File: src/rtl/fir_coeff_sequencer_if.sv
// Signal bundle between the sample/host side and the adaptive FIR input port,
// as seen by the coefficient sequencer.
interface fir_coeff_sequencer_if #(
    parameter int DATA_W     = 8,
    parameter int NUM_COEFFS = 3,
    parameter int ADDR_W     = (NUM_COEFFS > 1) ? $clog2(NUM_COEFFS) : 1
);
    logic signed [DATA_W-1:0] sample_in;
    logic                     sample_valid;
    logic                     coeff_wr_en;
    logic        [ADDR_W-1:0] coeff_wr_addr;
    logic signed [DATA_W-1:0] coeff_wr_data;
    logic                     load_req;
    logic signed [DATA_W-1:0] x_n;
    logic                     s_axis_fir_tvalid;
    logic                     s_set_coeffs;
    logic                     busy;
    logic                     load_done;
    logic                     overflow;

    modport master (
        output sample_in, sample_valid, coeff_wr_en, coeff_wr_addr, coeff_wr_data, load_req,
        input  x_n, s_axis_fir_tvalid, s_set_coeffs, busy, load_done, overflow
    );

    modport slave (
        input  sample_in, sample_valid, coeff_wr_en, coeff_wr_addr, coeff_wr_data, load_req,
        output x_n, s_axis_fir_tvalid, s_set_coeffs, busy, load_done, overflow
    );
endinterface

File: src/rtl/fir_coeff_sequencer.sv
// Feeds an adaptive FIR with samples, interleaving coefficient-load bursts from a
// shadow bank; samples arriving during a burst are buffered and replayed in order.
module fir_coeff_sequencer #(
    parameter int DATA_W     = 8,
    parameter int NUM_COEFFS = 3,
    parameter int FIFO_DEPTH = 4
) (
    input  logic                 clk,
    input  logic                 reset,
    fir_coeff_sequencer_if.slave bus
);
    localparam int ADDR_W = (NUM_COEFFS > 1) ? $clog2(NUM_COEFFS) : 1;
    localparam int PTR_W  = $clog2(FIFO_DEPTH) + 1;
    localparam logic [ADDR_W-1:0] LAST_IDX = ADDR_W'(NUM_COEFFS - 1);

    typedef enum logic {ST_STREAM = 1'b0, ST_LOAD = 1'b1} state_t;

    state_t                   r_state;
    logic signed [DATA_W-1:0] r_shadow [NUM_COEFFS];
    logic signed [DATA_W-1:0] r_snap   [NUM_COEFFS];
    logic signed [DATA_W-1:0] r_fifo   [FIFO_DEPTH];
    logic        [ADDR_W-1:0] r_cnt;
    logic         [PTR_W-1:0] r_wr_ptr;
    logic         [PTR_W-1:0] r_rd_ptr;
    logic                     r_pending;
    logic                     r_last_coeff;
    logic signed [DATA_W-1:0] r_x_n;
    logic                     r_tvalid;
    logic                     r_set_coeffs;
    logic                     r_busy;
    logic                     r_load_done;
    logic                     r_overflow;

    logic signed [DATA_W-1:0] w_shadow_nxt [NUM_COEFFS];
    logic                     w_empty;
    logic                     w_full;
    logic                     w_start;
    logic                     w_push;
    logic                     w_pop;
    logic                     w_drop;

    // A write in the same cycle as a load request must land in the snapshot.
    // NOTE: the whole array gets a default before the conditional update so no latch is inferred.
    always_comb begin
        w_shadow_nxt = r_shadow;
        if (bus.coeff_wr_en && (int'(bus.coeff_wr_addr) < NUM_COEFFS))
            w_shadow_nxt[bus.coeff_wr_addr] = bus.coeff_wr_data;
    end

    assign w_empty = (r_wr_ptr == r_rd_ptr);
    assign w_full  = (r_wr_ptr[PTR_W-1] != r_rd_ptr[PTR_W-1]) &&
                     (r_wr_ptr[PTR_W-2:0] == r_rd_ptr[PTR_W-2:0]);
    assign w_start = bus.load_req || r_pending;
    assign w_pop   = (r_state == ST_STREAM) && !w_empty;
    assign w_push  = bus.sample_valid && ((r_state == ST_STREAM) ? !w_empty : !w_full);
    assign w_drop  = bus.sample_valid && (r_state == ST_LOAD) && w_full;

    // NOTE: the sample buffer has no reset; the pointers alone define which entries are valid.
    always_ff @(posedge clk) begin
        if (w_push)
            r_fifo[r_wr_ptr[PTR_W-2:0]] <= bus.sample_in;
    end

    always_ff @(posedge clk or negedge reset) begin
        if (!reset)
            r_shadow <= '{default: '0};
        else
            r_shadow <= w_shadow_nxt;
    end

    always_ff @(posedge clk or negedge reset) begin
        if (!reset) begin
            r_state      <= ST_STREAM;
            r_snap       <= '{default: '0};
            r_cnt        <= '0;
            r_wr_ptr     <= '0;
            r_rd_ptr     <= '0;
            r_pending    <= 1'b0;
            r_last_coeff <= 1'b0;
            r_x_n        <= '0;
            r_tvalid     <= 1'b0;
            r_set_coeffs <= 1'b0;
            r_busy       <= 1'b0;
            r_load_done  <= 1'b0;
            r_overflow   <= 1'b0;
        end else begin
            r_load_done  <= r_last_coeff;
            r_last_coeff <= 1'b0;
            r_busy       <= (r_state == ST_LOAD) || r_pending;
            if (w_push) r_wr_ptr   <= r_wr_ptr + 1'b1;
            if (w_pop)  r_rd_ptr   <= r_rd_ptr + 1'b1;
            if (w_drop) r_overflow <= 1'b1;

            case (r_state)
                ST_STREAM: begin
                    r_set_coeffs <= 1'b0;
                    if (!w_empty) begin
                        r_x_n    <= r_fifo[r_rd_ptr[PTR_W-2:0]];
                        r_tvalid <= 1'b1;
                    end else if (bus.sample_valid) begin
                        r_x_n    <= bus.sample_in;
                        r_tvalid <= 1'b1;
                    end else begin
                        r_tvalid <= 1'b0;
                    end
                    if (w_start) begin
                        r_state   <= ST_LOAD;
                        r_snap    <= w_shadow_nxt;
                        r_cnt     <= '0;
                        r_pending <= 1'b0;
                    end
                end
                ST_LOAD: begin
                    r_tvalid     <= 1'b0;
                    r_set_coeffs <= 1'b1;
                    r_x_n        <= r_snap[r_cnt];
                    if (r_cnt == LAST_IDX) begin
                        r_last_coeff <= 1'b1;
                        // A held request chains straight into the next burst.
                        if (w_start) begin
                            r_snap    <= w_shadow_nxt;
                            r_cnt     <= '0;
                            r_pending <= 1'b0;
                        end else begin
                            r_state <= ST_STREAM;
                        end
                    end else begin
                        r_cnt <= r_cnt + 1'b1;
                        if (bus.load_req) r_pending <= 1'b1;
                    end
                end
                default: r_state <= ST_STREAM;
            endcase
        end
    end

    assign bus.x_n               = r_x_n;
    assign bus.s_axis_fir_tvalid = r_tvalid;
    assign bus.s_set_coeffs      = r_set_coeffs;
    assign bus.busy              = r_busy;
    assign bus.load_done         = r_load_done;
    assign bus.overflow          = r_overflow;
endmodule

File: src/flat_wrapper.sv
// flat-port wrapper written by rule: the top's interface ports become plain ports
module fir_coeff_sequencer_flat 
#(
    parameter int DATA_W     = 8,
    parameter int NUM_COEFFS = 3,
    parameter int FIFO_DEPTH = 4
)
  (clk, reset, bus_sample_in, bus_sample_valid, bus_coeff_wr_en, bus_coeff_wr_addr, bus_coeff_wr_data, bus_load_req, bus_x_n, bus_s_axis_fir_tvalid, bus_s_set_coeffs, bus_busy, bus_load_done, bus_overflow);
  fir_coeff_sequencer_if #(.DATA_W(DATA_W), .NUM_COEFFS(NUM_COEFFS)) bus_i ();
  input  logic clk;
  input  logic reset;
  input wire logic [$bits(bus_i.sample_in)-1:0] bus_sample_in;
  input wire logic [$bits(bus_i.sample_valid)-1:0] bus_sample_valid;
  input wire logic [$bits(bus_i.coeff_wr_en)-1:0] bus_coeff_wr_en;
  input wire logic [$bits(bus_i.coeff_wr_addr)-1:0] bus_coeff_wr_addr;
  input wire logic [$bits(bus_i.coeff_wr_data)-1:0] bus_coeff_wr_data;
  input wire logic [$bits(bus_i.load_req)-1:0] bus_load_req;
  output wire logic [$bits(bus_i.x_n)-1:0] bus_x_n;
  output wire logic [$bits(bus_i.s_axis_fir_tvalid)-1:0] bus_s_axis_fir_tvalid;
  output wire logic [$bits(bus_i.s_set_coeffs)-1:0] bus_s_set_coeffs;
  output wire logic [$bits(bus_i.busy)-1:0] bus_busy;
  output wire logic [$bits(bus_i.load_done)-1:0] bus_load_done;
  output wire logic [$bits(bus_i.overflow)-1:0] bus_overflow;
  assign bus_i.sample_in = bus_sample_in;
  assign bus_i.sample_valid = bus_sample_valid;
  assign bus_i.coeff_wr_en = bus_coeff_wr_en;
  assign bus_i.coeff_wr_addr = bus_coeff_wr_addr;
  assign bus_i.coeff_wr_data = bus_coeff_wr_data;
  assign bus_i.load_req = bus_load_req;
  assign bus_x_n = bus_i.x_n;
  assign bus_s_axis_fir_tvalid = bus_i.s_axis_fir_tvalid;
  assign bus_s_set_coeffs = bus_i.s_set_coeffs;
  assign bus_busy = bus_i.busy;
  assign bus_load_done = bus_i.load_done;
  assign bus_overflow = bus_i.overflow;
  fir_coeff_sequencer #(.DATA_W(DATA_W), .NUM_COEFFS(NUM_COEFFS), .FIFO_DEPTH(FIFO_DEPTH)) u_core (.clk(clk), .reset(reset), .bus(bus_i));
endmodule
File: config.mk
export PLATFORM = sky130hd
export DESIGN_NAME = fir_coeff_sequencer_flat
export DESIGN_NICKNAME = d
export VERILOG_FILES = /design/src/rtl/fir_coeff_sequencer_if.sv /design/src/rtl/fir_coeff_sequencer.sv /design/src/flat_wrapper.sv
export SDC_FILE = /design/constraint.sdc
export NUM_CORES = 1
export LEC_CHECK = 0
export ABC_AREA = 1
export CAP_MARGIN = 0
export CELL_PAD_IN_SITES_DETAIL_PLACEMENT = 1
export CELL_PAD_IN_SITES_GLOBAL_PLACEMENT = 2
export CORE_MARGIN = 1
export CORE_UTILIZATION = 37
export DETAILED_ROUTE_END_ITERATION = 8
export PLACE_DENSITY_LB_ADDON = 0.1
export SYNTH_ARGS = -nofsm -noshare
export SYNTH_HDL_FRONTEND = slang
export SYNTH_SLANG_ARGS = --single-unit
File: constraint.sdc
create_clock -name clk -period 2.51 [get_ports clk]
set_clock_uncertainty 0.05 [all_clocks]
set_input_delay 0.502 -clock clk [delete_from_list [all_inputs] [get_ports clk]]
set_output_delay 0.502 -clock clk [all_outputs]
set_load 0.02 [all_outputs]
==> results of run 1 <==
[worst register-to-register path: stages, from the launching register on]
cell	delay, ns
dfrtp_1	0.44
buf_4	0.23
nand2_1	0.09
nand2_1	0.08
nand3_2	0.26
nand3_4	0.18
a21boi_1	0.17
buf_4	0.18
[layer usage]
layer / part of all wire / global-route usage / up-vias
li1: - / - / 1577
met1: 0.45 / 0.218 / 1560
met2: 0.50 / 0.321 / 39
met3: 0.034 / 0.0536 / 9
met4: 0.010 / 0.0474 / 0
met5: 0 / 0 / -
[flip-flops by register name, summed over array words and instances (netlist names)]
signal                        cells
u_core.r_rd_ptr                   3
u_core.bus.s_set_coeffs           1
u_core.r_snap                    24
u_core.r_cnt                      2
u_core.r_fifo                    32
u_core.bus.s_axis_fir_tvalid      1
u_core.bus.x_n                    8
u_core.r_pending                  1
u_core.bus.load_done              1
u_core.bus.overflow               1
u_core.bus.busy                   1
u_core.r_last_coeff               1
u_core.r_wr_ptr                   3
u_core.r_state                    1
u_core.r_shadow                  24
[where the power goes]
group          switching (W)  internal (W)  leakage (nW)
logic                0.00139      0.000895          1.17
clock network       0.000604      0.000883         0.159
registers           0.000258       0.00225          1.19
[placed cells by master, fill, tap and decap left out, drive strengths merged]
master and instances:
o21bai 1, a21oi 3, inv 59, edfxtp 32, clkdlybuf4s50 34, o21ai 57
ha 5, nand2 134, clkinv 1, nor2 28, a21boi 4, clkbuf 16
or2 2, dfrtp 72, buf 15, o211ai 5, o31ai 1, mux2 12
xor2 2, nand3 31
[layout make-up]
cell class,count,area share
flip-flops and latches,104,0.507
multi-input cells,285,0.267
repair buffers,49,0.0878
clock buffers,16,0.0598
inverters,60,0.0441
well taps,147,0.0338
[how the worst max path moves through the flow]
| stage | from | endpoint | slack (ns) |
|---|---|---|---|
| 5_1_grt | u_core.r_rd_ptr[0] | u_core.bus.x_n[6] | 0.36 |
| 2_1_floorplan | u_core.r_rd_ptr[0] | u_core.r_fifo[3][0] | 0.67 |
| 6_report | u_core.r_rd_ptr[0] | u_core.r_fifo[0][6] | 0.55 |
| 4_1_cts | u_core.r_rd_ptr[0] | u_core.r_fifo[0][6] | 0.52 |
| 3_3_place_gp | bus_sample_valid | u_core.r_fifo[2][2] | 0.43 |
| 3_5_place_dp | bus_sample_valid | u_core.r_fifo[1][2] | 0.40 |
[logic make-up after synthesis]
family / count (synthesis) / share of synthesized area
xor gates and xnor gates: 2 / 0.00383
adders and majority gates: 5 / 0.0137
AOI/OAI and AO/OA: 71 / 0.0887
buffers and inverters: 75 / 0.0775
and+or+nand+nor: 195 / 0.177
DFF: 104 / 0.604
muxes: 12 / 0.0345
[stage by stage]
step	util	setup WS (ns)	hold WS (ns)
final	0.453	0.551	0.0190
after global routing	0.453	0.359	0.0358
after CTS	0.453	0.520	0.0233
after detailed placement	0.426	0.402	0.295
after global placement	0.426	0.429	0.285
after floorplan	-	0.669	0.156
==> results.toml, run 1 <==
[synth]
synth_fp_nets = 492
synth.avg_cell_area_um2 = 9.85
yosysMostFrequentCell = "nand2_1"
ys_seq_area_frac = 0.604
yosys.area.top_type_share = 0.394
yosysWarnings = 0
async_flop_share = 0.692
syn-instance-count = 464
synthFlopType = "dfrtp_1"
synth.area.top_cells = "dfrtp_1, edfxtp_1, nand2_1, o21ai_0, inv_1"
synth-edff-count = 32
synth_top_area_cell = "dfrtp_1"
synth_seq_cells = 104
synth_cell_types = 33
syn-cell-area_mm2 = 0.00457
synthTopCellsByCount = "nand2_1, dfrtp_1, inv_1"

[final_layout]
ff_latch_area_mm2 = 0.00276
diodes = 0
multi_input_area_mm2 = 0.00145
fin_nets = 537
area_growth_pct = 19.1
drive_gt1_frac = 0.107
nFillCells = 1385
fin_cells = 661
fin_area_mm2 = 0.00544

[cts]
cts_buffers = 9
cts_htree_levels = 3
cts_tree = "yes"
cts_hold_buf = 0
cts_root_buf = "clkbuf_16"
clk_pin_slew_ns = 0.06
post_cts_buffers = 0
cts.sinks = 104
cts_max_path_buffers = 2
clk_latency_ns = 0.35
cts_resized = 0

[timing]
finalHoldViolations = 0
slew_viol_final = 0
fin_crit_sh = 0.780
tns_ns = 0
period_minus_slack_ns = 1.96
worstMarginPinSlew_ns = 0.486
fmax_mhz = 511
finalSetupViolations = 0
slew_headroom = 0.676
rsz0062_at_grt = "false"

[critical_path]
crit_buf_inv = 2
path_cells = "buf_4 -> nand2_1 -> nand2_1 -> nand3_2 -> nand3_4 -> a21boi_1 -> buf_4"
critical_path_arrival_ns = 1.97
crit_family = "simple AND/OR/NAND/NOR gates"
r2r_cells = 7
regToRegSetupSlack_ns = 0.55
path_depth = 7
critPathKind = "reg -> reg"
reg2reg_from = "u_core.r_rd_ptr[0]"
cp_slowest_cell = "dfrtp_1"
crit_path_max_incr_delay_ns = 0.44
startpoint_type = "flop"
cp.required_ns = 2.52
crit_path_end_kind = "flop"
cp_max_fo = 17
r2r-end = "u_core.r_fifo[0][6]"

[pwr]
fin_total_pwr_w = 0.00627
ir_worst_vdd_v = 0.000517
p_leak_nw = 2.51
powerDensity_mw_per_mm2 = 1150

[floorplanning]
io_pins = 36
fp.dieW_um = 113
dieArea_mm2 = 0.0128
rows = 40
coreArea_mm2 = 0.0120
dieHeight_um = 113
initial_utilization = 0.381

[place]
place_congestion = 0.758
place_area_mm2 = 0.00512
dp_cells = 645
hpwl_um = 7540
io_buffers = 35

[detailed_routing]
via_per_inst = 4.82
wl_per_cell_um = 15.8
drcViolationCount = 0
num_vias = 3185
dr.first_iter.drc_count = 107
firstDrtPassIters = 4
routed_wirelength_um = 10500
ant_nets = 0

[run_status]
status = "completed"

[global_route]
grt.total_usage = 0.183
overflow = 0
grt_pass1_vias = 3517
grt_max_degree = 47
grt_pass1_wl_um = 17900
antenna_found_initial = 0

[hold_path]
hold_class = "in -> async"

[job]
drv_cap = 0
No activity file was read; power rests on OpenSTA's default activity.
==> run 2, diff against run 1 <==
--- a/config.mk
+++ b/config.mk
@@ -10,7 +10,7 @@
 export CELL_PAD_IN_SITES_DETAIL_PLACEMENT = 1
 export CELL_PAD_IN_SITES_GLOBAL_PLACEMENT = 2
 export CORE_MARGIN = 1
-export CORE_UTILIZATION = 37
+export CORE_UTILIZATION = 34
 export DETAILED_ROUTE_END_ITERATION = 8
 export PLACE_DENSITY_LB_ADDON = 0.1
 export SYNTH_ARGS = -nofsm -noshare
==> constraint.sdc (replaced) <==
create_clock -name clk -period 1.8 [get_ports clk]
set_clock_uncertainty 0.05 [all_clocks]
set_input_delay 0.36 -clock clk [delete_from_list [all_inputs] [get_ports clk]]
set_output_delay 0.36 -clock clk [all_outputs]
set_load 0.02 [all_outputs]
==> run 2 against run 1 <==
Compared with the run above: die area rose by 8.7%; sequential cell count did not move; sequential power rose by 39%; setup slack got worse by 0.50 ns; highest routed layer unchanged; wire length fell by 2.0%; worst hold slack improved by 0.29 ns.
==> results.toml, run 2 (synthesis gave the netlist of run 1 again) <==
[run_status]
status = "completed"

[pwr]
p_leak_nw = 2.60
powerDensity_mw_per_mm2 = 1570
ir_worst_vdd_v = 0.000465
fin_total_pwr_w = 0.00884

[detailed_routing]
dr.first_iter.drc_count = 99
wl_per_cell_um = 14.6
ant_nets = 0
via_per_inst = 4.57
routed_wirelength_um = 10200
num_vias = 3211
firstDrtPassIters = 4
drcViolationCount = 0

[global_route]
overflow = 0
grt.total_usage = 0.162
grt_pass1_wl_um = 17700
grt_pass1_vias = 3467
grt_max_degree = 32
antenna_found_initial = 0

[timing]
slew_headroom = 0.720
finalSetupViolations = 0
rsz0062_at_grt = "false"
worstMarginPinSlew_ns = 0.421
worst_slack_ns = 0.0518
slew_viol_final = 0
period_minus_slack_ns = 1.75
finalHoldViolations = 0
hold_ws_ns = 0.310
fmax_mhz = 572
fin_crit_sh = 0.971

[cts]
cts_buffers = 9
cts_root_buf = "clkbuf_16"
cts_max_path_buffers = 2
clk_pin_slew_ns = 0.07
clk_latency_ns = 0.34
cts.sinks = 104
cts_tree = "yes"
cts_htree_levels = 3

[final_layout]
mostFrequentLayoutCells = "nand2_1, dfrtp_1, inv_1"
fin_cells = 703
final_common_cell = "nand2_1"
area_growth_pct = 23.2
diodes = 0
largest_reg_flops = 32
nFillCells = 1479
drive_gt1_frac = 0.137
fin_nets = 554

[critical_path]
crit_family = "buffers and inverters"
cp_max_fo = 2
critical_path_arrival_ns = 1.34
critPathKind = "reg -> out"
crit_path_max_incr_delay_ns = 0.61
startpoint_type = "flop"
cp.required_ns = 1.39
crit_buf_inv = 1
cp_slowest_cell = "clkdlybuf4s50_1"
crit_path_end_kind = "output pin"
path_cells = "clkdlybuf4s50_1"

[floorplanning]
fp.dieW_um = 118
rows = 41
io_pins = 36
coreArea_mm2 = 0.0129
dieArea_mm2 = 0.0139
dieHeight_um = 118
initial_utilization = 0.355

[place]
pre_cts_ws_ns = -0.0633
dp_cells = 685
hpwl_um = 7590
place_congestion = 0.747
io_buffers = 35

[job]
drv_cap = 0

[hold_path]
hold_class = "reg -> reg"
run 2: final timing paths:
kind	start	slack, ns	cells past startpoint	to
worst max-delay path	u_core.bus.x_n[5]	0.05	1	bus_x_n[5]
worst min-delay path	u_core.r_last_coeff	0.31	0	u_core.bus.load_done
min in group asynchronous	reset	0.44	2	u_core.r_shadow[14]
worst max register to register	u_core.r_wr_ptr[2]	0.14	7	u_core.r_fifo[2][6]
worst min register to register	u_core.r_last_coeff	0.31	0	u_core.bus.load_done
max in group asynchronous	reset	0.75	3	u_core.r_rd_ptr[1]
run 2: final cells by class:
class,instances,area (um^2),area share
tap,172,215,0.0382
clock buffer,11,233,0.0413
timing repair buffer,66,646,0.115
inverter,60,240,0.0426
multi-input combinational,285,1450,0.258
sequential,104,2760,0.491
clock inverter,5,81.3,0.0144
run 2: stage by stage:
| stage | area [um^2] | utilization | setup TNS [ns] |
|---|---|---|---|
| after floorplan | 4570 | - | -1.32 |
| after global placement | 5300 | 0.412 | -0.986 |
| after detailed placement | 5300 | 0.412 | -1.78 |
| after CTS | 5620 | 0.437 | 0 |
| after global routing | 5630 | 0.437 | 0 |
| final | 5630 | 0.437 | 0 |
run 2: what timing repair did:
action | in CTS | in global routing
resized for setup | 0 | 1
hold buffers | 1 | 0
endpoints found under the hold margin | 28 | 0
endpoints found under the setup margin | 0 | 17
buffers inserted | 0 | 1
run 2: where the power goes:
group	switching (W)	leakage (nW)	internal, W
clock network	0.000850	0.150	0.00122
logic	0.00193	1.27	0.00137
registers	0.000337	1.19	0.00313
total	0.00311	2.60	0.00573
run 2: routing by layer:
| metal | GRT usage | wire length [um] | vias up |
|---|---|---|---|
| met5 | 0 | 0 | - |
| met4 | 0.0601 | 149 | 0 |
| met3 | 0.0223 | 185 | 9 |
| met2 | 0.288 | 5240 | 31 |
| met1 | 0.200 | 4670 | 1550 |
| li1 | - | - | 1621 |
